[src/rtl/percept_seq.sv]
`default_nettype none
// ============================================================================
// Module      : percept_seq
// Description : Sequencer for the bit-serial perceptron datapath. Takes a job
//               request and a stream of parallel operand pairs (x then w),
//               serialises each operand MSB-first into the datapath, pulses
//               a multiply-accumulate per pair, then shifts the accumulator
//               back out and presents it as a parallel result.
// Revision    : 1.0 - initial release
// ----------------------------------------------------------------------------
// Ports:
//   clk          in   clock
//   nRst         in   asynchronous active-low reset
//   start        in   job request, sampled only while idle
//   busy         out  job in progress (from cycle after accept through DONE)
//   op_valid     in   upstream operand available
//   op_ready     out  sequencer can accept an operand
//   op_data      in   operand (x first, then w, per MAC step)
//   shift_in     out  datapath: shift data_in into operand register
//   shift_out    out  datapath: shift accumulator out on data_out
//   mul_and_acc  out  datapath: acc += x*w
//   data_in      out  datapath: serial operand bit
//   data_out     in   datapath: serial accumulator bit, MSB first
//   result       out  last completed accumulator value
//   result_valid out  one-cycle pulse while a fresh result is presented
// ============================================================================
module percept_seq #(
    parameter int DATA_W   = 8,
    parameter int N_INPUTS = 4,
    parameter int ACC_W    = 16
) (
    input  logic              clk,
    input  logic              nRst,
    input  logic              start,
    output logic              busy,
    input  logic              op_valid,
    output logic              op_ready,
    input  logic [DATA_W-1:0] op_data,
    output logic              shift_in,
    output logic              shift_out,
    output logic              mul_and_acc,
    output logic              data_in,
    input  logic              data_out,
    output logic [ACC_W-1:0]  result,
    output logic              result_valid
);

    localparam int c_MAXW = (DATA_W > ACC_W) ? DATA_W : ACC_W;
    localparam int c_BCW  = (c_MAXW > 1) ? $clog2(c_MAXW) : 1;
    localparam int c_MCW  = $clog2(N_INPUTS) + 1;

    localparam logic [c_BCW-1:0] c_DATA_LAST = c_BCW'(DATA_W - 1);
    localparam logic [c_BCW-1:0] c_ACC_LAST  = c_BCW'(ACC_W - 1);
    localparam logic [c_MCW-1:0] c_MAC_LAST  = c_MCW'(N_INPUTS - 1);

    localparam logic [2:0] c_IDLE   = 3'd0;
    localparam logic [2:0] c_LOAD   = 3'd1;
    localparam logic [2:0] c_SHIFT  = 3'd2;
    localparam logic [2:0] c_MAC    = 3'd3;
    localparam logic [2:0] c_UNLOAD = 3'd4;
    localparam logic [2:0] c_DONE   = 3'd5;

    logic [2:0]        r_state;
    logic [c_BCW-1:0]  r_bit_cnt;
    logic [c_MCW-1:0]  r_mac_cnt;
    logic              r_sel;      // 0: current operand is x, 1: w
    logic [DATA_W-1:0] r_sr;
    logic [ACC_W-1:0]  r_cap;
    logic [ACC_W-1:0]  r_result;

    // Newest captured bit enters at the LSB, so the first bit read ends as MSB.
    logic [ACC_W-1:0]  w_cap_next;
    assign w_cap_next = {r_cap[ACC_W-2:0], data_out};

    // All outputs decode directly from the state register, which keeps them
    // glitch-free relative to the state and makes the controls mutually
    // exclusive by construction.
    assign busy         = (r_state != c_IDLE);
    assign op_ready     = (r_state == c_LOAD);
    assign shift_in     = (r_state == c_SHIFT);
    assign data_in      = (r_state == c_SHIFT) & r_sr[DATA_W-1];
    assign mul_and_acc  = (r_state == c_MAC);
    assign shift_out    = (r_state == c_UNLOAD);
    assign result_valid = (r_state == c_DONE);
    assign result       = r_result;

    always_ff @(posedge clk or negedge nRst) begin
        if (!nRst) begin
            r_state   <= c_IDLE;
            r_bit_cnt <= '0;
            r_mac_cnt <= '0;
            r_sel     <= 1'b0;
            r_sr      <= '0;
            r_cap     <= '0;
            r_result  <= '0;
        end else begin
            case (r_state)
                c_IDLE: begin
                    if (start) begin
                        r_mac_cnt <= '0;
                        r_sel     <= 1'b0;
                        r_state   <= c_LOAD;
                    end
                end
                c_LOAD: begin
                    if (op_valid) begin
                        r_sr      <= op_data;
                        r_bit_cnt <= '0;
                        r_state   <= c_SHIFT;
                    end
                end
                c_SHIFT: begin
                    r_sr      <= {r_sr[DATA_W-2:0], 1'b0};
                    r_bit_cnt <= r_bit_cnt + c_BCW'(1);
                    if (r_bit_cnt == c_DATA_LAST) begin
                        r_sel   <= ~r_sel;
                        r_state <= r_sel ? c_MAC : c_LOAD;
                    end
                end
                c_MAC: begin
                    r_mac_cnt <= r_mac_cnt + c_MCW'(1);
                    if (r_mac_cnt == c_MAC_LAST) begin
                        r_bit_cnt <= '0;
                        r_state   <= c_UNLOAD;
                    end else begin
                        r_state   <= c_LOAD;
                    end
                end
                c_UNLOAD: begin
                    r_cap     <= w_cap_next;
                    r_bit_cnt <= r_bit_cnt + c_BCW'(1);
                    if (r_bit_cnt == c_ACC_LAST) begin
                        // Load the result as the last bit arrives so it is
                        // already stable during the DONE pulse.
                        r_result <= w_cap_next;
                        r_state  <= c_DONE;
                    end
                end
                c_DONE: begin
                    r_state <= c_IDLE;
                end
                default: begin
                    r_state <= c_IDLE;
                end
            endcase
        end
    end

endmodule
`default_nettype wire

[config.mk]
export PLATFORM = sky130hd
export DESIGN_NAME = percept_seq
export DESIGN_NICKNAME = d
export VERILOG_FILES = /design/src/rtl/percept_seq.sv
export SDC_FILE = /design/constraint.sdc
export NUM_CORES = 1
export LEC_CHECK = 0
export CAP_MARGIN = 15
export CELL_PAD_IN_SITES_DETAIL_PLACEMENT = 1
export CELL_PAD_IN_SITES_GLOBAL_PLACEMENT = 1
export CORE_MARGIN = 5
export CORE_UTILIZATION = 40
export CTS_CLUSTER_SIZE = 12
export DETAILED_ROUTE_END_ITERATION = 6
export PLACE_DENSITY_LB_ADDON = 0.1
export SYNTH_ARGS = -nofsm -noshare
export SYNTH_HDL_FRONTEND = slang
export SYNTH_SLANG_ARGS = --single-unit
[constraint.sdc]
create_clock -name clk -period 1.89 [get_ports clk]
set_clock_uncertainty 0.05 [all_clocks]
set_input_delay 0.378 -clock clk [delete_from_list [all_inputs] [get_ports clk]]
set_output_delay 0.378 -clock clk [all_outputs]
set_load 0.02 [all_outputs]
Yosys cells after proc, flatten, opt, wreduce, memory -nomap -nowiden
Index checks and enable logic that the tools add are counted.
Widths: inputs -> output; s select.
{"block": "classes", "bitwise": 2, "reduce_logical": 13, "eq_ne": 13, "mux": 17, "add_sub_neg": 2}
{"op": "$mux 3", "count": 6}
{"op": "$pmux 8 s2", "count": 1}
{"op": "$pmux 3 s5", "count": 1}
{"op": "$pmux 4 s3", "count": 1}
{"op": "$eq 3x2->1 const B", "count": 3}
{"op": "$mux 4", "count": 2}
{"op": "$mux 8", "count": 1}
{"op": "$eq 3x3->1 const B", "count": 2}
{"op": "$ne 2x1->1 const B", "count": 3}
{"op": "$pmux 3 s2", "count": 1}
{"op": "$reduce_and 2->1", "count": 3}
{"op": "$reduce_and 3->1", "count": 2}
{"op": "$reduce_bool 2->1", "count": 3}
{"op": "$reduce_bool 3->1", "count": 2}
{"op": "$add 4x1->4 const B", "count": 1}
{"op": "$eq 4x3->1 const B", "count": 1}
{"op": "$eq 4x4->1 const B", "count": 1}
{"op": "$ne 2x2->1 const B", "count": 2}
{"op": "$reduce_and 4->1", "count": 1}
{"op": "$add 3x1->3 const B", "count": 1}
{"op": "$eq 3x1->1 const B", "count": 1}
{"op": "$logic_not 3->1", "count": 1}
{"op": "$mux 1", "count": 2}
{"op": "$mux 2", "count": 1}
{"op": "other kinds (4)", "count": 4}
{"block": "totals", "elab_cells": 54, "in_bits": 13, "out_inout_bits": 23, "register_bits": 50}

Depth between registers and ports, before layout
Gate-level depths: netlist (run 1).
{"block": "depth", "word_depth": 4, "mapped_depth": 6, "depth_no_buf": 5}

Worst setup path before layout (run 1)
Ideal clock, no wire load.
{"block": "synth_path", "path_kind": "register -> register", "startpoint": "register r_state[2]", "endpoint": "register r_sr[5]", "stages_incl_launch_ff": 6, "slack_ns": 0.118, "path_buffers": 1, "setup_ns": 0.125, "required_time_ns": 1.715, "t_arrival_ns": 1.597, "period_less_slack_ns": 1.772, "cell_sequence": "dfrtp_1 or3b_4 inv_4 buf_12 mux2_4 mux2_4"}
{"block": "synth_between", "elab_chain_len": 3, "word_cells_on_any_way": 6, "cone_classes": "3 x eq/ne; 1 x mux; 2 x reduce/logical"}
{"element": "start: declaration", "line_no": "63", "rtl": "logic [2:0] r_state;"}
{"element": "start signal: assignment", "line_no": "89", "rtl": "r_state <= c_IDLE;"}
{"element": "start signal: assignment", "line_no": "102", "rtl": "r_state <= c_LOAD;"}
{"element": "start signal: assignment", "line_no": "109", "rtl": "r_state <= c_SHIFT;"}
{"element": "$eq 3x2->1 (*)"}
{"element": "net shift_in", "line_no": "39", "rtl": "output logic shift_in,"}
{"element": "$reduce_bool 2->1 (no source line)"}
{"element": "$reduce_and 2->1 (no source line)"}
{"element": "end signal: assignment", "line_no": "107", "rtl": "r_sr <= op_data;"}
{"element": "end signal: assignment", "line_no": "113", "rtl": "r_sr <= {r_sr[DATA_W-2:0], 1'b0};"}
{"element": "end: declaration", "line_no": "67", "rtl": "logic [DATA_W-1:0] r_sr;"}
The timed path passes the listed nets; every way through them passes the cells marked *.
A chain may end at the register's enable or synchronous reset.

Worst setup path after layout (run 1)
{"block": "layout_path", "startpoint": "register r_state[0]", "endpoint": "output port data_in"}
{"block": "layout_between", "elab_chain_len": 2}
{"element": "$eq 3x2->1", "line_no": "81", "rtl": "assign data_in = (r_state == c_SHIFT) & r_sr[DATA_W-1];"}
{"element": "$and 1x1->1", "line_no": "81"}
{"element": "end: declaration", "line_no": "42", "rtl": "output logic data_in,"}
No other way between the ends.

==> results_dict.tcl, run 1 <==
set metrics [dict create \
    route.antenna.remaining_nets 0 \
    maxCapViolCount 0 \
    worst_r2r_startpoint "r_state[0]$_DFFE_PN0P_" \
    critPathMaxFanout 4 \
    ys_seq_area_frac 0.554 \
    post-route-min-period_ns 1.86 \
    die_area_mm2 0.00725 \
    place_congestion 0.814 \
    gr-total-overflow 0 \
    avgRoutedWirePerCell_um 16.3 \
    crit_chain "or3b_4 -> inv_4 -> and2_4 -> buf_6" \
    die-width_um 85.1 \
    finish.instance_area_mm2 0.00291 \
    layout-area-overhead-vs-synth_pct 28.8 \
    largest_net_degree_at_the_start_of_global_routing 20 \
    global_route_wire_length_before_repair_mm 8.21 \
    cp_slowest_stage_delay_ns 0.42 \
    synth_top_area_frac 0.554 \
    vias_per_cell 5.07 \
    nets 231 \
    dpl_hpwl_mm 3.47 \
    report.final.hold_viol_count 0 \
    synth_warnings 0 \
    placedInstanceArea_mm2 0.00277 \
    required_ns 1.46 \
    post_synth_edffs 0 \
    cts_root_buffer "clkbuf_8" \
    synth-simple-area-share 0.0870 \
    fp-row-count 27 \
    cts_max_level 2 \
    clk_transition_reported_paths_ns 0.09 \
    timing.critical_path.from "r_state[0]$_DFFE_PN0P_" \
    cts-root-to-sink-buffers 2 \
    power_leakage_uw 0.00141 \
    via_count 1461 \
    multiplexer_share_of_the_synthesized_area 0.222 \
    cts_made_buffers 5 \
    placement.io_buffers 35 \
    synthesis.area_mm2 0.00226 \
    final_max_slew_viol_count 0 \
    synth-adder-area-share 0.0166 \
    antenna-diode-count 0 \
    timing.reg2reg.setup_slack_ns 0.07 \
    number_of_global_route_vias_before_repair 1692 \
    setup_viol 0 \
    postSynthRegisterBits 50 \
    top_level_ports 36 \
    arrival_ns 1.43 \
    worst_hold_path_type "flop to flop" \
    synthDominantAreaCellType "dfrtp_1" \
    cts_num_sinks 50 \
    core-area_mm2 0.00551 \
    wl_mm 4.69 \
    drc_errors 0 \
    powerDensity_mw_per_mm2 1140 \
    global_route_usage_over_all_layers 0.143 \
    fraction_of_registers_with_async_set_reset 1.00 \
    timing.critical_path.slowest_stage_cell "or3b_4" \
    die_height_um 85.1 \
    drt_iter0_markers 30 \
    yosys-top-cells-area "dfrtp_1 (55%), mux2_2 (20%), ha_1 (1.7%), a22o_1 (1.6%), mux2_4 (1.3%)" \
    endpoint_kind "primary output" \
    layout-drive-gt1-share 0.403 \
    worst_slew_pin_slew_ns 0.429 \
    fraction_of_the_mapped_netlist_area_in_compound_gates 0.0704 \
    setup_total_negative_slack_ns 0 \
    yosys.area_share.xor_xnor 0.00776 \
    status "finished clean" \
    drt_pre_antenna_iters 4 \
    min_period_over_period 0.985 \
    starting_density_of_the_core 0.410 \
    critical_path.startpoint_type "flop" \
    antenna_found_initial 0 \
    cts_tree "yes" \
    avgSynthCellArea_um2 14.1 \
    main_combinational_cell_family_by_area_after_synthesis "multiplexers" \
    worst-r2r-cell-count 5 \
    setup_repair_after_global_routing_missed_its_margin "yes" \
    syn-num-nets 176 \
    postSynthCellCount 160 \
    synthDistinctLibCells 40 \
    power.ir.vdd_worst_mv 0.578 \
    critical_path_class "flop to primary output" \
    maxSlewHeadroom 0.714 \
    r2r_end "r_sr[4]$_DFFE_PN0P_" \
    crit_path_end "data_in" \
    dominantRegCellSynth "dfrtp_1" \
    maxClockFrequency_mhz 537 \
    insertion_delay_ns 0.30 \
]
## Yosys cell counts (all sizes together), types with 2 or more instances
cell type,count
nand2,3
a22o,4
a31oi,2
o22a,3
mux2i,2
ha,3
clkbuf,3
nor3,3
a21oi,2
a21o,3
a221oi,2
inv,5
nor2,2
nand3b,3
mux2,42
buf,6
nor3b,3
and3b,2
nand2b,2
o21ai,2
nand3,2
dfrtp,50
## sequential cells by signal (all words and copies together) (netlist names)
signal     cells
r_sel          1
r_bit_cnt      4
r_state        3
r_sr           8
result        16
r_cap         15
r_mac_cnt      3
## through the flow
stage               utilization  hold slack, ns  setup slack, ns  total power, uW  std cells
finish                    0.528           0.462           0.0289             3300        288
global route              0.528           0.489          -0.0290             3520        288
CTS                       0.522           0.466          -0.0153             3310        285
detailed placement        0.502           0.296           -0.107             2630        276
global placement          0.502           0.296          -0.0803             2540        276
floorplan                     -          0.0324            0.118             2180        160
## worst max-delay path, delay by kind of cell, from the launching register on
family / cells / cell delay, ns
simple gates: 2 / 0.56
buf+inv: 2 / 0.19
flops: 1 / 0.40
## repair_timing
action                     CTS  global route
buffers inserted             0             3
pin swaps                    0             1
setup endpoints to repair    7             4
gates resized for setup     26             7
hold buffers                 1             0
hold endpoints to repair    17             0
## power by group
part | internal, uW | leakage (uW) | switching, uW | total (uW)
Sequential | 1250 | 0.000672 | 108 | 1360
Clock | 336 | 0.0000544 | 347 | 683
Combinational | 679 | 0.000687 | 582 | 1260
Total | 2270 | 0.00141 | 1040 | 3300
## logic make-up after synthesis
logic type | after synthesis
AO/OA/AOI/OAI | 20
XOR/XNOR | 2
adder cells (fa/ha/maj) | 3
buffers and inverters | 14
flip-flops | 50
multiplexers | 44
AND/OR/NAND/NOR | 27
## layout make-up
cell class | count | area [um2]
inverters | 5 | 21.3
repair buffers | 57 | 515
clock inverters | 1 | 8.76
flip-flops and latches | 50 | 1250
fillers | 564 | 2600
well taps | 72 | 90.1
clock buffers | 7 | 96.3
multi-input cells | 96 | 925
## worst min path at each step
stage                                 startpoint                  endpoint  slack, ns  cells after the start
after CTS                  result[2]$_DFFE_PN0P_     result[2]$_DFFE_PN0P_       0.47                      1
after detailed placement                    nRst    r_state[0]$_DFFE_PN0P_       0.30                      1
final                      result[2]$_DFFE_PN0P_     result[2]$_DFFE_PN0P_       0.46                      1
after floorplan                             nRst  r_bit_cnt[0]$_DFFE_PN0P_       0.03                      0
after global routing      result[14]$_DFFE_PN0P_    result[14]$_DFFE_PN0P_       0.49                      1
after global placement                      nRst  r_bit_cnt[2]$_DFFE_PN0P_       0.30                      1
## routing by layer
metal	GRT usage	up-vias	part of all wire
met5	0	-	0
met4	0.0547	0	0.015
met3	0.0340	5	0.046
met2	0.255	39	0.52
met1	0.165	727	0.41
li1	-	690	-
## cell usage in the layout, fill, tap and decap left out, types with 3 or more instances in the layout
cell type,instances
dfrtp_1,50
mux2_2,40
clkdlybuf4s50_1,27
buf_4,21
clkbuf_8,7
inv_1,4
a22o_1,4
nand2_1,3
nand3b_1,3
o22a_1,3
nor3_1,3
a21o_1,3
ha_1,3
buf_2,3
Power figures use the tool's default switching activity.
==> run 2: changes to the inputs <==
Settings changed: HOLD_SLACK_MARGIN from default to 0.06.
==> results of run 2 <==
Same layout as run 1: the final DEF is identical, and so are final timing and power.
==> run 3: changes to the inputs <==
Settings changed: CORE_UTILIZATION 40 to 39.
Clock period 1.89 ns to 1.7 ns, I/O delays scaled along.
==> run 3 against run 2 <==
Compared with the run above:
- the run now ends with setup timing left
- clock-buffer cell count down 1
- worst setup slack worse by 0.16 ns
- largest cell class unchanged
- hold slack worse by 0.0014 ns
- critical path type is now flop to flop
- critical endpoint is now result[5]$_DFFE_PN0P_
- largest power group unchanged
==> results_dict.tcl, run 3 (synthesis results as in run 1) <==
set metrics [dict create \
    status "complete, but fails checks" \
    violations "setup timing" \
    multi_input_comb_area_um2 927 \
    fp-row-count 27 \
    die-width_um 86.1 \
    post-route-min-period_ns 1.83 \
    cts_max_level 2 \
    setup_total_negative_slack_ns -2.68 \
    starting_density_of_the_core 0.405 \
    critPathMaxFanout 16 \
    layout.filler_cells 578 \
    maxClockFrequency_mhz 546 \
    arrival_ns 1.97 \
    critical_path_class "flop to flop" \
    power.ir.vdd_worst_mv 0.579 \
    vias_per_cell 5.18 \
    cp_slowest_stage_delay_ns 0.39 \
    insertion_delay_ns 0.31 \
    drt_pre_antenna_iters 4 \
    p_sw_frac 0.314 \
    timing.reg2reg.setup_slack_ns -0.13 \
    report.final.hold_viol_count 0 \
    maxCapViolCount 0 \
    total_power_uw 3680 \
    route.antenna.remaining_nets 0 \
    most_common_library_cell_in_the_layout_ignoring_fill_and_taps "dfrtp_1" \
    cts-root-to-sink-buffers 2 \
    crit_chain "buf_4 -> nor3b_2 -> buf_4 -> and4_4 -> buf_12 -> mux2_2" \
    place_congestion 0.779 \
    cp_num_buf_inv 3 \
    die_area_mm2 0.00741 \
    power_leakage_uw 0.00168 \
    layout-drive-gt1-share 0.425 \
    fraction_of_power_consumed_by_the_clock_network 0.197 \
    powerDensity_mw_per_mm2 1230 \
    drc_errors 0 \
    antenna-diode-count 0 \
    power.switching_uw 1160 \
    via_count 1517 \
    grtUsageMet1 0.179 \
    largest_net_degree_at_the_start_of_global_routing 51 \
    global_route_wire_length_before_repair_mm 8.39 \
    sequential_cell_area_mm2 0.00125 \
    cts_root_buffer "clkbuf_8" \
    drt_iter0_markers 22 \
    core-area_mm2 0.00557 \
    worst_hold_path_type "flop to flop" \
    sequential_share_of_power 0.411 \
    clk_transition_reported_paths_ns 0.09 \
    required_ns 1.84 \
    endpoint_kind "flop" \
    layout-area-overhead-vs-synth_pct 32.6 \
    setup_viol 25 \
    groute.layer.met3.usage 0.0394 \
    avgRoutedWirePerCell_um 16.3 \
    nets 236 \
    final.setup.worst_slack_ns -0.131 \
    global_route_usage_over_all_layers 0.144 \
    die_height_um 86.1 \
    crit_family "buffers and inverters" \
    maxSlewHeadroom 0.762 \
    timing.critical_path.slowest_stage_cell "dfrtp_1" \
    placedInstanceArea_mm2 0.00278 \
    placement.io_buffers 35 \
    worst_slew_pin_slew_ns 0.357 \
    critical_path.most_common_cell "buf_4" \
    critical_path.startpoint_type "flop" \
    flip_flop_count_of_the_largest_register_all_copies_and_words_added 16 \
    number_of_global_route_vias_before_repair 1714 \
    cts_made_buffers 5 \
    final_max_slew_viol_count 0 \
    dpl_hpwl_mm 3.32 \
    finish.instance_area_mm2 0.00299 \
    gr-usage-met2 0.237 \
    power.share.combinational 0.392 \
    grt-busiest-layer "met2" \
    power_report.internal_total_uw 2520 \
    min_period_over_period 1.08 \
    top_level_ports 36 \
    cts_num_sinks 50 \
    antenna_found_initial 0 \
    wl_mm 4.77 \
    gr-total-overflow 0 \
    final_cell_mix "dfrtp_1 (50), mux2_2 (40), buf_4 (21)" \
    cts_tree "yes" \
    setup_repair_after_global_routing_missed_its_margin "yes" \
]
run 3: final timing paths:
path                            cells past startpoint                  endpoint              startpoint
worst max-delay path                                6     result[5]$_DFFE_PN0P_  r_state[0]$_DFFE_PN0P_
worst min-delay path                                1     result[1]$_DFFE_PN0P_   result[1]$_DFFE_PN0P_
worst max register to register                      6     result[5]$_DFFE_PN0P_  r_state[0]$_DFFE_PN0P_
worst min register to register                      1     result[1]$_DFFE_PN0P_   result[1]$_DFFE_PN0P_
max in group asynchronous                           3     r_cap[14]$_DFFE_PN0P_                    nRst
min in group asynchronous                           3  r_mac_cnt[0]$_DFFE_PN0P_                    nRst
run 3: stage by stage:
step                utilization  setup WS (ns)  cells  hold slack, ns
floorplan                     -        -0.0711    160        -0.00559
global placement          0.499         -0.235    276           0.296
detailed placement        0.499         -0.255    276           0.300
CTS                       0.522         -0.139    290           0.473
global route              0.537         -0.185    293           0.487
finish                    0.537         -0.131    293           0.461
run 3: power groups by stage:
stage	Clock, uW	Combinational [uW]	Sequential (uW)
floorplan	0	911	1510
global placement	0	1290	1510
detailed placement	0	1360	1530
CTS	757	1390	1510
global route	803	1590	1540
finish	724	1440	1510
run 3: routing by layer:
metal	up-vias	routed length, um	share of wire
met5	-	0	0
met4	0	82	0.017
met3	10	182	0.038
met2	32	2440	0.51
met1	776	2070	0.43
li1	699	-	-
run 3: layout make-up:
| type | count | share of cell area |
|---|---|---|
| Multi-Input combinational cell | 96 | 0.310 |
| Clock buffer | 6 | 0.0276 |
| Sequential cell | 50 | 0.418 |
| Tap cell | 72 | 0.0301 |
| Timing Repair Buffer | 62 | 0.204 |
| Inverter | 5 | 0.00710 |
| Clock inverter | 2 | 0.00418 |
run 3: what timing repair did:
action / 4_1_cts / 5_1_grt
pin swaps: 0 / 2
endpoints found under the setup margin: 34 / 59
hold buffers: 1 / 0
hold endpoints to repair: 50 / 0
setup buffers: 5 / 3
gates resized for setup: 41 / 20
==> patch (flow settings as in run 1) <==
The parameter `N_INPUTS` goes from 4 to 8.
--- a/src/rtl/percept_seq.sv
+++ b/src/rtl/percept_seq.sv
@@ -28,3 +28,3 @@
     parameter int DATA_W   = 8,
-    parameter int N_INPUTS = 4,
+    parameter int N_INPUTS = 8,
     parameter int ACC_W    = 16
Check against the original RTL: no difference found for any inputs over 10 cycles, from zero or initial values and one cycle with nRst low; that may be too few to reach the edited logic, so the function may still have changed.
==> patch against run 1 <==
Critical path depth down 1. Power down 5.5%. Area after synthesis up 1.4%. Via count up 9.9%. Cell area up 1.3%. Global-route usage up 0.53 points. Worst setup slack better by 0.021 ns. Routed wire length up 7.2%. First-iteration DRC count down 43%. Sequential cell count up 1.
==> patch: results (changes against run 1) <==
Outcome -> finished, final reports clean (unchanged)
Routed length per placed instance -> 16.5 µm (was 16.3 µm)
Met3 Track Usage GR -> 3.27% (was 3.40%)
Area after DPL -> 0.00283 mm² (was 0.00277 mm²)
GRT met2 Usage -> 25.1% (was 25.5%)
Largest net degree at the start of global routing -> 34 (was 20)
VDD IR max -> 0.430 mV (was 0.578 mV)
Vias in the first global route -> 1767 (was 1692)
Critical-path maximum fanout -> 7 (was 4)
First-pass GRT wire length -> 8640 µm (was 8210 µm)
Routability cong. -> 0.780 (was 0.814)
Fillers -> 603 (was 564)
R2R Setup Slk -> 0.11 ns (was 0.07 ns)
Switching share of total power -> 33.3% (was 31.4%)
Seq pwr share -> 44.3% (was 41.2%)
R2r endpoint -> r_bit_cnt[3]$_DFFE_PN0P_ (was r_sr[4]$_DFFE_PN0P_)
Synth cell count leaders -> dfrtp_1 (51), mux2_2 (32), mux2i_1 (8), o21ai_0 (8) (was dfrtp_1 (50), mux2_2 (40), a22o_1 (4), inv_1 (4))
Slew @ Worst Pin -> 0.546 ns (was 0.429 ns)
Sequential cell area fraction in the yosys report -> 55.7% (was 55.4%)
DR vias/cell -> 5.28 (was 5.07)
Routed wl met2 -> 2470 µm (was 2460 µm)
Routed vias -> 1605 (was 1461)
Synthesized area per cell -> 12.9 µm² (was 14.1 µm²)
Worst Hold Launch -> r_sr[4]$_DFFE_PN0P_ (was result[2]$_DFFE_PN0P_)
GRT Resource Usage Total -> 14.8% (was 14.3%)
Share of layout cells above drive strength 1 -> 31.0% (was 40.3%)
CP arrival -> 1.41 ns (was 1.43 ns)
Layout Nets -> 246 (was 231)
Routed met1 length -> 2270 µm (was 1940 µm)
[patch: cell types whose count changed in the layout (fill, tap and decap cells not counted), sizes merged, moves of 3 or more]
cell     change
mux2        -10
a21o         -3
a21oi        +5
nor2         +5
a2111oi      +3
mux2i        +6
a22o         -3
o22a         -3
o21ai        +6
nand2        +4
[patch: worst max-delay path, cell delays in order (launching register included)]
cell and delay [ns]:
dfrtp_1 0.43, buf_6 0.15, or3_1 0.36, buf_4 0.16
[patch: through the flow]
step / power, W / setup slack (ns)
6_report: 0.00312 / 0.0500
3_3_place_gp: 0.00244 / -0.0181
3_5_place_dp: 0.00251 / -0.0777
5_1_grt: 0.00335 / 0.00802
4_1_cts: 0.00314 / 0.00597
2_1_floorplan: 0.00204 / 0.183
[patch: area by class of cell]
type	count	area, µm²	share of cell area [%]
clock inverter	1	8.76	0.297
timing repair buffer	55	517	17.5
multi-input combinational	114	951	32.3
tap	72	90.1	3.06
sequential	51	1280	43.4
clock buffer	7	86.3	2.93
inverter	4	15.0	0.510
[patch: how the worst max path moves through the flow]
stage                              to  slack (ns)  depth (start not counted)
5_1_grt                   mul_and_acc       0.008                          4
3_3_place_gp                  data_in       -0.02                          3
3_5_place_dp      r_sr[1]$_DFFE_PN0P_       -0.08                          5
4_1_cts                  result_valid       0.006                          4
6_report                         busy        0.05                          3
2_1_floorplan  result[10]$_DFFE_PN0P_        0.18                          5
[patch: cells by family (layout without fill, tap and decap cells)]
family | after synthesis | after routing | share of synthesized area, %
AOI/OAI and AO/OA | 34 | 34 | 10.1
muxes | 40 | 40 | 19.2
DFF | 51 | 51 | 55.7
adders and majority gates | 2 | 2 | 1.09
and+or+nand+nor | 38 | 38 | 10.6
buffers and inverters | 13 | 67 | 3.28
